## src/rtl/stack_cpu_mc_ctrl_pkg.sv

```systemverilog
// Shared codes for the stack CPU multi-cycle controller: opcodes, select/function/fault codes, FSM states.
// Replaces the old stack_cpu_defs.vh header; importers use stack_cpu_mc_ctrl_pkg::*.
package stack_cpu_mc_ctrl_pkg;

    localparam logic [4:0] OPC_PUSH = 5'b00000;
    localparam logic [4:0] OPC_POP  = 5'b00001;
    localparam logic [4:0] OPC_ADD  = 5'b00010;
    localparam logic [4:0] OPC_NEG  = 5'b00011;
    localparam logic [4:0] OPC_OR   = 5'b00100;
    localparam logic [4:0] OPC_NOT  = 5'b00101;
    localparam logic [4:0] OPC_CALL = 5'b00110;
    localparam logic [4:0] OPC_RET  = 5'b00111;

    localparam logic [2:0] FN_PASS = 3'b000;
    localparam logic [2:0] FN_ADD  = 3'b010;
    localparam logic [2:0] FN_NEG  = 3'b011;
    localparam logic [2:0] FN_OR   = 3'b100;
    localparam logic [2:0] FN_NOT  = 3'b101;

    localparam logic [1:0] ADDR_PC  = 2'd0;
    localparam logic [1:0] ADDR_SP  = 2'd1;
    localparam logic [1:0] ADDR_SP1 = 2'd2;

    localparam logic [1:0] PCS_INC = 2'd0;
    localparam logic [1:0] PCS_REL = 2'd1;
    localparam logic [1:0] PCS_MEM = 2'd2;

    localparam logic [1:0] FLT_NONE    = 2'b00;
    localparam logic [1:0] FLT_ILLEGAL = 2'b01;
    localparam logic [1:0] FLT_BUS     = 2'b10;
    localparam logic [1:0] FLT_STACK   = 2'b11;

    typedef enum logic [2:0] {
        S_FETCH  = 3'd0,
        S_DECODE = 3'd1,
        S_MEM_RD = 3'd2,
        S_MEM_WR = 3'd3,
        S_EXEC   = 3'd4,
        S_HALT   = 3'd5
    } state_t;

    typedef enum logic [2:0] {
        OP_PUSH, OP_POP, OP_ADD, OP_NEG, OP_OR, OP_NOT, OP_CALL, OP_RET
    } op_t;

    // Datapath strobes issued together in the single EXEC cycle.
    typedef struct packed {
        logic       ld_pc;
        logic       ld_sp;
        logic       ld_reg;
        logic       ld_flg;
        logic       sp_dec;
        logic [1:0] pc_sel;
        logic [2:0] func_sel;
    } exec_t;

    function automatic exec_t mk_exec(input logic pc, input logic sp, input logic rg,
                                      input logic flg, input logic dec,
                                      input logic [1:0] psel, input logic [2:0] fn);
        exec_t e;
        e.ld_pc    = pc;
        e.ld_sp    = sp;
        e.ld_reg   = rg;
        e.ld_flg   = flg;
        e.sp_dec   = dec;
        e.pc_sel   = psel;
        e.func_sel = fn;
        return e;
    endfunction

endpackage

```

## src/rtl/stack_cpu_mc_ctrl_if.sv

```systemverilog
// Controller <-> datapath/memory bundle: memory handshake, instruction data, load strobes and selects.
interface stack_cpu_mc_ctrl_if;
    logic [15:0] ir_in;
    logic        mem_ack;
    logic [15:0] sp_value;
    logic        mem_req;
    logic        mem_we;
    logic [1:0]  addr_sel;
    logic        din_sel;
    logic        ld_ir;
    logic        ld_pc;
    logic        ld_sp;
    logic        ld_reg;
    logic        ld_flg;
    logic        sp_dec;
    logic [1:0]  pc_sel;
    logic [2:0]  func_sel;
    logic [15:0] ir;
    logic        halted;
    logic [1:0]  fault;

    modport master (
        input  ir_in, mem_ack, sp_value,
        output mem_req, mem_we, addr_sel, din_sel, ld_ir, ld_pc, ld_sp, ld_reg, ld_flg,
               sp_dec, pc_sel, func_sel, ir, halted, fault
    );

    modport slave (
        output ir_in, mem_ack, sp_value,
        input  mem_req, mem_we, addr_sel, din_sel, ld_ir, ld_pc, ld_sp, ld_reg, ld_flg,
               sp_dec, pc_sel, func_sel, ir, halted, fault
    );
endinterface

```

## src/rtl/stack_cpu_mc_ctrl_decode.sv

```systemverilog
// Combinational opcode decode: op class, memory direction, EXEC strobe set and legality.
module stack_op_decode
    import stack_cpu_mc_ctrl_pkg::*;
(
    input  logic [4:0] opcode,
    output op_t        op,
    output logic       legal,
    output logic       is_read,
    output logic       is_write,
    output exec_t      exec
);
    always_comb begin
        op       = OP_PUSH;
        legal    = 1'b1;
        is_read  = 1'b0;
        is_write = 1'b0;
        exec     = '0;
        case (opcode)
            OPC_PUSH: begin op = OP_PUSH; is_write = 1'b1; exec = mk_exec(1'b1, 1'b1, 1'b0, 1'b0, 1'b1, PCS_INC, FN_PASS); end
            OPC_CALL: begin op = OP_CALL; is_write = 1'b1; exec = mk_exec(1'b1, 1'b1, 1'b0, 1'b0, 1'b1, PCS_REL, FN_PASS); end
            OPC_POP:  begin op = OP_POP;  is_read  = 1'b1; exec = mk_exec(1'b1, 1'b1, 1'b1, 1'b0, 1'b0, PCS_INC, FN_PASS); end
            OPC_ADD:  begin op = OP_ADD;  is_read  = 1'b1; exec = mk_exec(1'b1, 1'b1, 1'b1, 1'b1, 1'b0, PCS_INC, FN_ADD);  end
            OPC_OR:   begin op = OP_OR;   is_read  = 1'b1; exec = mk_exec(1'b1, 1'b1, 1'b1, 1'b1, 1'b0, PCS_INC, FN_OR);   end
            OPC_RET:  begin op = OP_RET;  is_read  = 1'b1; exec = mk_exec(1'b1, 1'b1, 1'b0, 1'b0, 1'b0, PCS_MEM, FN_PASS); end
            OPC_NEG:  begin op = OP_NEG;  exec = mk_exec(1'b1, 1'b0, 1'b1, 1'b1, 1'b0, PCS_INC, FN_NEG); end
            OPC_NOT:  begin op = OP_NOT;  exec = mk_exec(1'b1, 1'b0, 1'b1, 1'b1, 1'b0, PCS_INC, FN_NOT); end
            default:  legal = 1'b0;
        endcase
    end
endmodule

```

## src/rtl/stack_cpu_mc_ctrl.sv

```systemverilog
// Multi-cycle sequencer for the 16-bit stack CPU: fetch/decode/memory/exec over a req/ack memory port.
// Optional stack bounds checking is compiled in with `define STACK_GUARD_EN.
module stack_cpu_mc_ctrl
    import stack_cpu_mc_ctrl_pkg::*;
#(
    parameter logic [3:0]  WAIT_LIMIT = 4'd15,
    parameter logic [15:0] SP_MIN     = 16'h0000,
    parameter logic [15:0] SP_MAX     = 16'h0013
) (
    input  logic                  clock,
    input  logic                  reset,
    stack_cpu_mc_ctrl_if.master   bus
);
    state_t      state;
    logic [15:0] ir;
    logic [1:0]  fault;
    logic [3:0]  wait_cnt;
    logic        mem_req;
    logic        mem_we;
    logic [1:0]  addr_sel;
    logic        din_sel;
    logic        halted;
    exec_t       strobe;

    op_t   dec_op;
    logic  dec_legal;
    logic  dec_read;
    logic  dec_write;
    exec_t dec_exec;

    stack_op_decode u_decode (
        .opcode   (ir[15:11]),
        .op       (dec_op),
        .legal    (dec_legal),
        .is_read  (dec_read),
        .is_write (dec_write),
        .exec     (dec_exec)
    );

    logic wait_expired;
    logic stack_bad;
    assign wait_expired = (wait_cnt == WAIT_LIMIT - 4'd1);

`ifdef STACK_GUARD_EN
    assign stack_bad = (dec_write && bus.sp_value == SP_MIN) ||
                       (dec_read  && bus.sp_value == SP_MAX);
`else
    logic unused_guard;
    assign unused_guard = ^{bus.sp_value, SP_MIN, SP_MAX};
    assign stack_bad    = 1'b0;
`endif

    always_ff @(posedge clock) begin
        if (reset) begin
            state    <= S_FETCH;
            ir       <= '0;
            fault    <= FLT_NONE;
            wait_cnt <= '0;
            mem_req  <= 1'b0;
            mem_we   <= 1'b0;
            addr_sel <= ADDR_PC;
            din_sel  <= 1'b0;
            halted   <= 1'b0;
            strobe   <= '0;
        end else begin
            strobe <= '0;
            case (state)
                S_FETCH: begin
                    // First cycle after reset has no request yet; raise it here.
                    if (!mem_req) begin
                        mem_req  <= 1'b1;
                        mem_we   <= 1'b0;
                        addr_sel <= ADDR_PC;
                        din_sel  <= 1'b0;
                        wait_cnt <= '0;
                    end else if (bus.mem_ack) begin
                        ir      <= bus.ir_in;
                        mem_req <= 1'b0;
                        state   <= S_DECODE;
                    end else if (wait_expired) begin
                        fault   <= FLT_BUS;
                        halted  <= 1'b1;
                        mem_req <= 1'b0;
                        state   <= S_HALT;
                    end else begin
                        wait_cnt <= wait_cnt + 4'd1;
                    end
                end
                S_DECODE: begin
                    if (!dec_legal) begin
                        fault  <= FLT_ILLEGAL;
                        halted <= 1'b1;
                        state  <= S_HALT;
                    end else if (stack_bad) begin
                        fault  <= FLT_STACK;
                        halted <= 1'b1;
                        state  <= S_HALT;
                    end else if (dec_write) begin
                        mem_req  <= 1'b1;
                        mem_we   <= 1'b1;
                        addr_sel <= ADDR_SP;
                        din_sel  <= (dec_op == OP_CALL);
                        wait_cnt <= '0;
                        state    <= S_MEM_WR;
                    end else if (dec_read) begin
                        mem_req  <= 1'b1;
                        mem_we   <= 1'b0;
                        addr_sel <= ADDR_SP1;
                        din_sel  <= 1'b0;
                        wait_cnt <= '0;
                        state    <= S_MEM_RD;
                    end else begin
                        strobe <= dec_exec;
                        state  <= S_EXEC;
                    end
                end
                S_MEM_RD, S_MEM_WR: begin
                    if (bus.mem_ack) begin
                        mem_req <= 1'b0;
                        mem_we  <= 1'b0;
                        strobe  <= dec_exec;
                        state   <= S_EXEC;
                    end else if (wait_expired) begin
                        fault   <= FLT_BUS;
                        halted  <= 1'b1;
                        mem_req <= 1'b0;
                        mem_we  <= 1'b0;
                        state   <= S_HALT;
                    end else begin
                        wait_cnt <= wait_cnt + 4'd1;
                    end
                end
                S_EXEC: begin
                    mem_req  <= 1'b1;
                    mem_we   <= 1'b0;
                    addr_sel <= ADDR_PC;
                    din_sel  <= 1'b0;
                    wait_cnt <= '0;
                    state    <= S_FETCH;
                end
                S_HALT: begin
                    halted <= 1'b1;
                end
                default: begin
                    halted <= 1'b1;
                    state  <= S_HALT;
                end
            endcase
        end
    end

    // IR load must coincide with the ack cycle, so it is the one combinational strobe.
    assign bus.ld_ir    = (state == S_FETCH) && mem_req && bus.mem_ack;
    assign bus.mem_req  = mem_req;
    assign bus.mem_we   = mem_we;
    assign bus.addr_sel = addr_sel;
    assign bus.din_sel  = din_sel;
    assign bus.ld_pc    = strobe.ld_pc;
    assign bus.ld_sp    = strobe.ld_sp;
    assign bus.ld_reg   = strobe.ld_reg;
    assign bus.ld_flg   = strobe.ld_flg;
    assign bus.sp_dec   = strobe.sp_dec;
    assign bus.pc_sel   = strobe.pc_sel;
    assign bus.func_sel = strobe.func_sel;
    assign bus.ir       = ir;
    assign bus.halted   = halted;
    assign bus.fault    = fault;

endmodule
```

## src/flat_wrapper.sv

```systemverilog
// flat-port wrapper written by rule: the top's interface ports become plain ports
module stack_cpu_mc_ctrl_flat import stack_cpu_mc_ctrl_pkg::*;
#(
    parameter logic [3:0]  WAIT_LIMIT = 4'd15,
    parameter logic [15:0] SP_MIN     = 16'h0000,
    parameter logic [15:0] SP_MAX     = 16'h0013
)
  (clock, reset, bus_ir_in, bus_mem_ack, bus_sp_value, bus_mem_req, bus_mem_we, bus_addr_sel, bus_din_sel, bus_ld_ir, bus_ld_pc, bus_ld_sp, bus_ld_reg, bus_ld_flg, bus_sp_dec, bus_pc_sel, bus_func_sel, bus_ir, bus_halted, bus_fault);
  stack_cpu_mc_ctrl_if bus_i ();
  input  logic clock;
  input  logic reset;
  input wire logic [$bits(bus_i.ir_in)-1:0] bus_ir_in;
  input wire logic [$bits(bus_i.mem_ack)-1:0] bus_mem_ack;
  input wire logic [$bits(bus_i.sp_value)-1:0] bus_sp_value;
  output wire logic [$bits(bus_i.mem_req)-1:0] bus_mem_req;
  output wire logic [$bits(bus_i.mem_we)-1:0] bus_mem_we;
  output wire logic [$bits(bus_i.addr_sel)-1:0] bus_addr_sel;
  output wire logic [$bits(bus_i.din_sel)-1:0] bus_din_sel;
  output wire logic [$bits(bus_i.ld_ir)-1:0] bus_ld_ir;
  output wire logic [$bits(bus_i.ld_pc)-1:0] bus_ld_pc;
  output wire logic [$bits(bus_i.ld_sp)-1:0] bus_ld_sp;
  output wire logic [$bits(bus_i.ld_reg)-1:0] bus_ld_reg;
  output wire logic [$bits(bus_i.ld_flg)-1:0] bus_ld_flg;
  output wire logic [$bits(bus_i.sp_dec)-1:0] bus_sp_dec;
  output wire logic [$bits(bus_i.pc_sel)-1:0] bus_pc_sel;
  output wire logic [$bits(bus_i.func_sel)-1:0] bus_func_sel;
  output wire logic [$bits(bus_i.ir)-1:0] bus_ir;
  output wire logic [$bits(bus_i.halted)-1:0] bus_halted;
  output wire logic [$bits(bus_i.fault)-1:0] bus_fault;
  assign bus_i.ir_in = bus_ir_in;
  assign bus_i.mem_ack = bus_mem_ack;
  assign bus_i.sp_value = bus_sp_value;
  assign bus_mem_req = bus_i.mem_req;
  assign bus_mem_we = bus_i.mem_we;
  assign bus_addr_sel = bus_i.addr_sel;
  assign bus_din_sel = bus_i.din_sel;
  assign bus_ld_ir = bus_i.ld_ir;
  assign bus_ld_pc = bus_i.ld_pc;
  assign bus_ld_sp = bus_i.ld_sp;
  assign bus_ld_reg = bus_i.ld_reg;
  assign bus_ld_flg = bus_i.ld_flg;
  assign bus_sp_dec = bus_i.sp_dec;
  assign bus_pc_sel = bus_i.pc_sel;
  assign bus_func_sel = bus_i.func_sel;
  assign bus_ir = bus_i.ir;
  assign bus_halted = bus_i.halted;
  assign bus_fault = bus_i.fault;
  stack_cpu_mc_ctrl #(.WAIT_LIMIT(WAIT_LIMIT), .SP_MIN(SP_MIN), .SP_MAX(SP_MAX)) u_core (.clock(clock), .reset(reset), .bus(bus_i));
endmodule
```

## config.mk

```make
export PLATFORM = sky130hd
export DESIGN_NAME = stack_cpu_mc_ctrl_flat
export DESIGN_NICKNAME = d
export VERILOG_FILES = /design/src/rtl/stack_cpu_mc_ctrl_pkg.sv /design/src/rtl/stack_cpu_mc_ctrl_if.sv /design/src/rtl/stack_cpu_mc_ctrl_decode.sv /design/src/rtl/stack_cpu_mc_ctrl.sv /design/src/flat_wrapper.sv
export SDC_FILE = /design/constraint.sdc
export NUM_CORES = 1
export LEC_CHECK = 0
export ABC_AREA = 1
export CAP_MARGIN = 10
export CORE_AREA = 2 2 67 69
export DETAILED_ROUTE_END_ITERATION = 10
export DIE_AREA = 0 0 69 71
export DONT_BUFFER_PORTS = 1
export HOLD_SLACK_MARGIN = 0.08
export PLACE_DENSITY = 0.6
export SLEW_MARGIN = 20
export SYNTH_ARGS = -nofsm -noshare
export SYNTH_HDL_FRONTEND = slang
export SYNTH_HIERARCHICAL = 1
export SYNTH_SLANG_ARGS = --single-unit
```

## constraint.sdc

```tcl
create_clock -name clock -period 2.53 [get_ports clock]
set_input_delay 0.759 -clock clock [delete_from_list [all_inputs] [get_ports clock]]
set_output_delay 0.759 -clock clock [all_outputs]
set_load 0.02 [all_outputs]
```

* Word level (Yosys, flattened, before mapping) *
Index checks and enable logic that the tools add are counted.

word-level totals
  register bits after elaboration = 41
  output and inout port bits = 35
  word-level logic and storage cells = 115

cells by class
  add/sub/neg operators = 1
  equal/unequal tests = 20
  muxes and demuxes = 57
  bitwise operators = 2
  reductions and logical operators = 19

operators by type and width
  operator                                       count
  one-hot mux 10 bit (8 select lines)            1
  2-to-1 mux 10 bit                              4
  2-to-1 mux 4 bit                               6
  2-to-1 mux 1 bit                               21
  2-to-1 mux 3 bit                               7
  one-hot mux 3 bit (7 select lines)             1
  == test 5 x 3 -> 1 bit, second input constant  4
  one-hot mux 10 bit (2 select lines)            1
  2-to-1 mux 2 bit                               8
  one-hot mux 4 bit (4 select lines)             1
  one-hot mux 3 bit (5 select lines)             1
  one-hot mux 1 bit (4 select lines)             3
  one-hot mux 2 bit (3 select lines)             2
  AND reduction 3 bit                            4
  == test 5 x 2 -> 1 bit, second input constant  2
  == test 3 bit, second input constant           3
  AND reduction 4 bit                            2
  OR reduction 8 bit                             1
  == test 3 x 2 -> 1 bit, second input constant  2
  nonzero test 3 bit                             2
  == test 5 x 1 -> 1 bit, second input constant  1
  logical NOT 5 bit                              1
  AND reduction 5 bit                            1
  adder 4 x 1 -> 4 bit, second input constant    1
  other kinds (14)                               19

* Longest topological paths before layout *
  word-level depth = 7
  gate-level depth with buffers = 13
  depth with buffers taken out = 13

* Cells and area by module *
The synthesis kept the hierarchy.

by module, submodules not included
  module             instances  cells an instance  area each (µm²)
  stack_cpu_mc_ctrl  1          245                1816.7
  stack_op_decode    1          41                 197.7

* Worst setup path after synthesis *
Ideal clock, no wire load.

  kind = register -> output
  start point = register u_core.mem_req, in the netlist u_core/bus.mem_req
  end point = output port bus_ld_ir
  arrival = 1.123 ns
  path slack = 0.648 ns
  stages on the path, launching flop included = 6
  buffers on the path = 1
  path through = dfxtp_1 > inv_1 > nor2_8 > nand2_4 > clkinv_2 > buf_8

between the ends
  cells in the longest elaborated chain, start to end = 2

RTL lines
  what                             line                      source
  start: declaration               stack_cpu_mc_ctrl.sv:18   logic mem_req;
  start signal: assignment         stack_cpu_mc_ctrl.sv:59   mem_req <= 1'b0;
  start signal: assignment         stack_cpu_mc_ctrl.sv:71   mem_req <= 1'b1;
  start signal: assignment         stack_cpu_mc_ctrl.sv:78   mem_req <= 1'b0;
  logical AND 1 bit (2 in series)  stack_cpu_mc_ctrl.sv:153  assign bus.ld_ir = (state == S_FETCH) && mem_req && bus.mem_ack;
  end: declaration                 flat_wrapper.sv:19        output wire logic [$bits(bus_i.ld_ir)-1:0] bus_ld_ir;

Every way passes these cells.

* Final worst setup path *
Ends and elaborated chain as after synthesis.

==> run_results.csv <==
group,metric,value,unit
global_routing,grt_pass1_vias,1611,
die,die_height,71,um
die,core.rowCount,24,
synth,synth.top_cell.area_share,0.407,
final_layout,top_regs,"u_core/bus.ir: 16 flops, u_core/wait_cnt: 4 flops",
clock_tree,clk_latency,290,ps
clock_tree,cts_setup_buffers,0,
power_and_ir_drop,cellPowerDensity,876,nW/um^2
sta,skew,4.90,ps
drt,viasPerCell,5.06,
job,maxCapViolations,0,
clock_tree,cts_resized,0,
power_and_ir_drop,vdd_drop_max,0.000483,V
placed_design,gp_congestion,0.851,
sta,fmax,452,MHz
critical_path,cp.required,1770,ps
clock_tree,cts_max_path_buffers,2,
synth,yosys.cell_types.count,33,
drt,drc,0,
drt,dr.pass1.iters,4,
final_layout,layout_common_cells,"nand2_1 (75), dfxtp_1 (41), nor2_1 (39)",
synth,yosys.area.top_type,"dfxtp_1",
synth,synthFlopType,"dfxtp_1",
synth,avgSynthCellArea,7.04,sq um
sta,rsz0062_at_grt,"false",
placed_design,port-buffer-count,0,
critical_path,cp.arrival,1450,ps
global_routing,grt_pass1_wl,7250,um
drt,wl,4250,um
drt,routedWlPerCell,12.5,um
die,initial_core_util,0.479,
synth,synth-edff-count,0,
final_layout,largest-register,"u_core/bus.ir",
final_layout,areaGrowthSynthToFinish,5.96,%
sta,finalHoldViolations,0,
synth,synthCells,286,
synth,synth.cell_area,2010,sq um
global_routing,overflow,0,
clock_tree,root_buffer,"clkbuf_8",
sta,worstMarginPinSlew,433,ps
placed_design,dpl.hpwl,3070,um
sta,drv_slew,0,
clock_tree,tritoncts,"done",
die,core,4200,sq um
power_and_ir_drop,total_leakage_power,0.906,nW
critical_path,worstPathMaxFanout,17,
drt,final_antenna_net_count,0,
die,die_w,69,um
synth,synth.area.top_cells,"dfxtp_1 (41%), nand2_1 (14%), nor2_1 (7.3%)",
synth,synthArstFlopShare,0,
clock_tree,cts.sinks,41,
sta,post-route-period-util,0.874,
critical_path,crit_type,"reg2out",
critical_path,cp-start-kind,"flip-flop",
critical_path,endpoint_kind,"output pin",
drt,vias,1715,
die,ios,70,
clock_tree,cts_made_buffers,5,
final_layout,diodes,0,
clock_tree,clk_pin_slew,80,ps
sta,setup_viol,0,
hold_path,min_path_type,"in2reg",
synth,syn-num-nets,323,
power_and_ir_drop,power,1.87,mW
sta,slew_headroom,0.711,
drt,drt_iter0_markers,105,
global_routing,track_usage,0.183,
final_layout,largest_reg_flops,16,
synth,ys_seq_elements,41,
global_routing,grt_start_max_net_pins,39,
run_status,status,"finished clean",
final_layout,fin_nets,324,
synth,synth_warnings,6,
clock_tree,ctsHoldBuffers,0,
final_layout,drive_above_1_share,0.160,
clock_tree,htreeDepth,2,
final_layout,final_common_cell,"nand2_1",
global_routing,antenna_found_initial,0,
die,die_area,4900,sq um
sta,fin_crit,2210,ps
sta,tns,0,ps
synth,yosysSeqAreaShare,0.407,
-- Yosys cell counts, types with 2 or more instances --
cell type and count:
a21oi_1 20, nand2_4 2, buf_1 2, nand4_1 3, o21ai_0 4, ha_1 2
nor2_2 3, inv_1 28, clkbuf_1 2, nor3_1 3, nand2_1 75, nand2_2 14
dfxtp_1 41, inv_2 3, a21oi_2 10, nand3_1 18, nor2_4 2, nor2_1 39
-- worst paths after layout --
kind	start	slack [ps]	to	cells past startpoint
worst max register to register	u_core/bus.ir[13]	550	u_core/wait_cnt[0]	13
worst min-delay path	reset	530	u_core/bus.ir[1]	1
worst max-delay path	u_core/bus.mem_req	320	bus_ld_ir	4
worst min register to register	u_core/wait_cnt[2]	540	u_core/wait_cnt[2]	2
-- final cells by class --
class	instances	area (sq um)
Multi-Input combinational cell	206	1030
Inverter	32	121
Fill cell	449	2070
Clock inverter	1	7.51
Sequential cell	41	821
Tap cell	52	65.1
Timing Repair Buffer	1	7.51
Clock buffer	6	82.6
-- worst max-delay path, stage by stage (launching register included) --
cell and delay [ps]:
dfxtp_1 510, inv_1 190, nor2_8 170, nand2_4 140
clkinv_2 130
-- cells by family (layout without fill, tap and decap cells) --
logic type | count (synthesis) | count (layout) | synth area share
adders and majority gates | 2 | 2 | 0.0124
DFF | 41 | 41 | 0.407
AOI/OAI and AO/OA | 40 | 40 | 0.124
and+or+nand+nor | 164 | 164 | 0.375
buffers and inverters | 39 | 40 | 0.0814
-- power breakdown --
group          internal [mW]  switching, mW
clock network          0.216          0.222
registers              0.721          0.142
logic                  0.187          0.382
-- per-layer routing --
| metal | GRT usage | wire [um] |
|---|---|---|
| met5 | 0 | 0 |
| met2 | 0.277 | 1820 |
| met1 | 0.241 | 2050 |
| met4 | 0.0719 | 59 |
| met3 | 0.0613 | 317 |
-- through the flow --
| step | worst slack [ps] | hold slack, ps | cell area [sq um] | utilization | std cells |
|---|---|---|---|---|---|
| 5_1_grt | 215 | 507 | 2130 | 0.508 | 339 |
| 3_3_place_gp | 545 | 507 | 2040 | 0.486 | 332 |
| 6_report | 320 | 528 | 2130 | 0.508 | 339 |
| 2_1_floorplan | 648 | 487 | 2010 | - | 286 |
| 4_1_cts | 291 | 510 | 2130 | 0.508 | 339 |
| 3_5_place_dp | 560 | 517 | 2040 | 0.486 | 332 |
Note: power is estimated with default switching activity, not from simulation.
